==> config.mk <==
export PLATFORM = sky130hd
export DESIGN_NAME = bldc_deadtime
export DESIGN_NICKNAME = d
export VERILOG_FILES = /design/src/rtl/bldc_deadtime.sv
export SDC_FILE = /design/constraint.sdc
export NUM_CORES = 1
export LEC_CHECK = 0
export ABC_CLOCK_PERIOD_IN_PS = 3350
export CORE_ASPECT_RATIO = 2
export CORE_MARGIN = 5
export CORE_UTILIZATION = 49
export DETAILED_ROUTE_END_ITERATION = 12
export HOLD_SLACK_MARGIN = 0.1
export PLACE_DENSITY_LB_ADDON = 0.05
export REMOVE_ABC_BUFFERS = 1
export SLEW_MARGIN = 25
export SYNTH_ARGS = -nofsm -noshare
export SYNTH_HDL_FRONTEND = slang
export SYNTH_SLANG_ARGS = --single-unit
==> constraint.sdc <==
create_clock -name clk_i -period 3.35 [get_ports clk_i]
set_input_delay 0.5025 -clock clk_i [delete_from_list [all_inputs] [get_ports clk_i]]
set_output_delay 0.5025 -clock clk_i [all_outputs]
set_load 0.01 [all_outputs]
==> src/rtl/bldc_deadtime.sv <==
// Three-phase gate dead-time inserter with shoot-through fault latch.
// Each phase runs its own OFF/DEAD/ON_H/ON_L FSM; the two gates of a phase can
// only switch sides after a dead period of dead_time_i+1 cycles with both off.
module bldc_deadtime #(
    parameter int unsigned DT_W = 8
) (
    input  logic            clk_i,
    input  logic            rst_i,
    input  logic            enable_i,
    input  logic [DT_W-1:0] dead_time_i,
    input  logic [5:0]      hbridge_i,
    input  logic            clear_fault_i,
    output logic [5:0]      gate_o,
    output logic [2:0]      dead_active_o,
    output logic            fault_o
);

    typedef enum logic [1:0] {StOff, StDead, StOnH, StOnL} state_e;

    state_e          state_q [3];
    state_e          state_d [3];
    logic [DT_W-1:0] cnt_q   [3];
    logic [DT_W-1:0] cnt_d   [3];
    logic            fault_q, fault_d;
    logic [5:0]      gate_q, gate_d;
    logic [2:0]      dead_q, dead_d;
    logic [2:0]      req_h, req_l;
    logic            illegal;

    // Request decode: only one-sided requests count, and none while disabled or faulted.
    always_comb begin
        req_h   = '0;
        req_l   = '0;
        illegal = 1'b0;
        for (int k = 0; k < 3; k++) begin
            req_h[k] = hbridge_i[2*k+1] & ~hbridge_i[2*k] & enable_i & ~fault_q;
            req_l[k] = ~hbridge_i[2*k+1] & hbridge_i[2*k] & enable_i & ~fault_q;
            illegal  = illegal | (hbridge_i[2*k+1] & hbridge_i[2*k]);
        end
    end

    // State register; reset forces OFF immediately with no dead period.
    always_ff @(posedge clk_i) begin
        if (rst_i) begin
            for (int k = 0; k < 3; k++) begin
                state_q[k] <= StOff;
                cnt_q[k]   <= '0;
            end
            fault_q <= 1'b0;
            gate_q  <= '0;
            dead_q  <= '0;
        end else begin
            for (int k = 0; k < 3; k++) begin
                state_q[k] <= state_d[k];
                cnt_q[k]   <= cnt_d[k];
            end
            fault_q <= fault_d;
            gate_q  <= gate_d;
            dead_q  <= dead_d;
        end
    end

    // Next-state logic per phase; dead_time_i is sampled only when entering DEAD.
    always_comb begin
        for (int k = 0; k < 3; k++) begin
            state_d[k] = state_q[k];
            cnt_d[k]   = cnt_q[k];
            case (state_q[k])
                StOff: begin
                    if (req_h[k]) begin
                        state_d[k] = StOnH;
                    end else if (req_l[k]) begin
                        state_d[k] = StOnL;
                    end
                end
                StOnH: begin
                    if (!req_h[k]) begin
                        state_d[k] = StDead;
                        cnt_d[k]   = dead_time_i;
                    end
                end
                StOnL: begin
                    if (!req_l[k]) begin
                        state_d[k] = StDead;
                        cnt_d[k]   = dead_time_i;
                    end
                end
                StDead: begin
                    if (cnt_q[k] != '0) begin
                        cnt_d[k] = cnt_q[k] - DT_W'(1);
                    end else if (req_h[k]) begin
                        state_d[k] = StOnH;
                    end else if (req_l[k]) begin
                        state_d[k] = StOnL;
                    end else begin
                        state_d[k] = StOff;
                    end
                end
                default: begin
                    state_d[k] = StOff;
                    cnt_d[k]   = '0;
                end
            endcase
        end
        // Set wins over clear when both happen in the same cycle.
        fault_d = illegal | (fault_q & ~clear_fault_i);
    end

    // Output decode from the next state, so the registered outputs track the state register.
    always_comb begin
        gate_d = '0;
        dead_d = '0;
        for (int k = 0; k < 3; k++) begin
            gate_d[2*k+1] = (state_d[k] == StOnH);
            gate_d[2*k]   = (state_d[k] == StOnL);
            dead_d[k]     = (state_d[k] == StDead);
        end
    end

    assign gate_o        = gate_q;
    assign dead_active_o = dead_q;
    assign fault_o       = fault_q;

endmodule

==> flow_summary_export.csv <==
group,metric,value,unit
logic_synthesis,syn-instance-count,268,
critical_path,arrival,2.58,ns
grt,overflow,0,
critical_path,reg2reg_from,"cnt_q[0][8]",
logic_synthesis,async_flop_share,0,
final_layout,area_growth,18.4,%
critical_path,crit_type,"input port to flop",
final_layout,layout.nets,317,
placed_design,dp_hpwl,4290,um
clocking,cts_setup_buffers,0,
timing,worst_slack,0.993,ns
timing,maxSlewHeadroom,0.580,
clocking,clkLatencyLatePin,0.29,ns
critical_path,critical_path.startpoint_type,"input port",
logic_synthesis,synth_cell_types,55,
critical_path,r2r_end,"gate_o[3]",
logic_synthesis,synth_warnings,0,
detailed_routing,drt_iter0_markers,54,
detailed_routing,routedWlPerCell,16.1,um
grt,grt_pass1_vias,2062,
power,p_leak,0.951,nW
grt,grt_max_degree,34,
timing,finalMaxSlewViolations,0,
floorplanning,die-area,0.00589,mm2
min_path,hold_depth,2,
clocking,ctsResizeCount,0,
min_path,hp-class,"flop to flop",
critical_path,r2r_cells,7,
timing,finalSetupViolCount,0,
detailed_routing,drc_errors,0,
final_layout,n_fill_cell,420,
timing,fmax,0.424,GHz
power,p_int,0.753,mW
floorplanning,rows,34,
outcome,status,"completed",
placed_design,place_congestion,0.927,
power,seqPwrFrac,0.490,
logic_synthesis,yosys_register_bits,40,
clocking,cts_inserted_buffers,5,
power,switchingPower,0.333,mW
timing,whs,0.490,ns
placed_design,dp_slack,0.716,ns
timing,tns,0,ns
critical_path,worstSetupEndpointType,"flop",
logic_synthesis,avgSynthCellArea,8.01,um2
clocking,clockRootBuffer,"clkbuf_8",
detailed_routing,wl,5620,um
power,sw_frac_of_total,0.306,
timing,min_period,2.36,ns
floorplanning,core_area,0.00430,mm2
power,p_comb_frac,0.227,
clocking,cts_tree,"done",
grt,antenna_found_initial,0,
min_path,min_from,"cnt_q[0][17]",
power,pwr-share-clk,0.283,
final_layout,drive_above_1_share,0.0777,
power,ir_drop,277,uV
clocking,holdBufCountCts,0,
placed_design,portBuffers,27,
clocking,clockBufferDepth,2,
run,max_cap_viol_count,0,
clocking,cts.sinks,40,
clocking,h-tree-depth,2,
clocking,clk_pin_slew,0.08,ns
logic_synthesis,syn-cell-area,0.00215,mm2
critical_path,crit_fanout,6,
timing,rsz0062_at_grt,"no",
logic_synthesis,ys.flop_type,"dfxtp_1",
timing,skew,0.00563,ns
power,power,1.09,mW
timing,hold_violations,0,
power,powerDensity,427,mW/mm2
detailed_routing,route.vias.total,2048,
floorplanning,die_w,56.8,um
timing,period_share,0.704,
critical_path,rrSetupSlack,1.21,ns
floorplanning,die_height,104,um
logic_synthesis,synth_edf_count,0,
min_path,min_to,"cnt_q[0][17]",
floorplanning,start_util,0.500,
critical_path,required,3.57,ns
floorplanning,ioPinCount,28,
final_layout,antenna_cells,0,
timing,worstMarginPinSlew,0.621,ns
detailed_routing,antenna_left,0,
grt,grtUsageTotal,0.201,
logic_synthesis,yosysSeqAreaShare,0.373,
detailed_routing,dr.pass1.iters,4,
detailed_routing,drt-vias-per-instance,5.85,
grt,grt_pass1_wl,9600,um
## cell type report
class	instances	area, um2	share of cell area
clock inverters	1	5.00	0.00197
repair buffers	31	300	0.118
inverters	14	52.6	0.0207
clock buffers	6	72.6	0.0285
multi-input cells	204	1240	0.489
well taps	54	67.6	0.0266
flip-flops and latches	40	801	0.315
## flip-flops by register name, summed over array words and instances, names as in the netlist
name and flops:
state_q 6, cnt_q 24, gate_o 6, dead_active_o 3, fault_o 1
## cells by family after synthesis
| logic type | Yosys count | share of synthesized area |
|---|---|---|
| xor+xnor | 1 | 0.00408 |
| fa+ha+maj | 3 | 0.0175 |
| buf+inv | 24 | 0.0478 |
| compound gates | 83 | 0.254 |
| mux | 3 | 0.0140 |
| flops | 40 | 0.373 |
| simple gates | 114 | 0.290 |
## metal layers
layer | share of wire | track usage | wire (um)
met5 | 0 | 0 | 0
met4 | 0.023 | 0.0763 | 128
met3 | 0.032 | 0.0349 | 180
met2 | 0.59 | 0.385 | 3300
met1 | 0.36 | 0.208 | 2020
## Yosys cell counts (3+ instances only)
cell type | count | area (um2)
nor3_1 | 4 | 20.0
a31oi_1 | 6 | 37.5
nor3b_1 | 3 | 22.5
inv_1 | 14 | 52.6
clkbuf_1 | 7 | 26.3
o21ai_0 | 17 | 85.1
nand3_1 | 8 | 40.0
and2_1 | 5 | 31.3
mux2i_1 | 3 | 30.0
nor2_1 | 28 | 105
nor4b_1 | 3 | 26.3
a22oi_1 | 4 | 30.0
a32o_1 | 4 | 40.0
nor2b_1 | 6 | 37.5
nand2_1 | 26 | 97.6
nand4_1 | 3 | 18.8
dfxtp_1 | 40 | 801
a21oi_1 | 25 | 125
o31ai_1 | 5 | 37.5
ha_1 | 3 | 37.5
or3_1 | 5 | 31.3
nand2b_1 | 9 | 56.3
## power groups by stage
stage                     Sequential (mW)  Combinational (mW)  Clock [mW]
final                               0.532               0.246       0.307
after global routing                0.537               0.276       0.335
after CTS                           0.532               0.247       0.317
after detailed placement            0.543               0.246           0
after global placement              0.542               0.243           0
after floorplan                     0.537               0.155           0
## critical path, cell delays in order
cell and delay [ns]:
clkdlybuf4s50_1 0.58, and3b_1 0.20, o21ai_0 0.47, nand2_1 0.30
a2111o_1 0.45, o21ai_0 0.07
## metrics by stage
step                      instance area (um2)  utilization  std cells
after floorplan                          2100            -        258
final                                    2540        0.592        350
after global routing                     2540        0.592        350
after detailed placement                 2460        0.574        343
after CTS                                2540        0.592        350
after global placement                   2460        0.574        343
## placed cells by master, fill, tap and decap left out, types with 6 or more instances in the layout
cell | netlist | routed
a21oi_1 | 25 | 25
a31oi_1 | 6 | 6
clkdlybuf4s50_1 | 0 | 27
dfxtp_1 | 40 | 40
inv_1 | 14 | 14
nand2_1 | 26 | 26
nand2b_1 | 9 | 9
nand3_1 | 8 | 8
nor2_1 | 28 | 28
nor2b_1 | 6 | 6
o21ai_0 | 17 | 17
## worst max path at each step
stage | slack, ns | endpoint | startpoint
global route | 0.80 | cnt_q[0][15] | hbridge_i[3]
CTS | 1.01 | cnt_q[0][15] | hbridge_i[3]
floorplan | 1.33 | cnt_q[0][18] | enable_i
global placement | 0.78 | cnt_q[0][15] | hbridge_i[3]
finish | 0.99 | cnt_q[0][15] | hbridge_i[3]
detailed placement | 0.72 | cnt_q[0][15] | hbridge_i[3]
No activity file was read; power rests on OpenSTA's default activity.
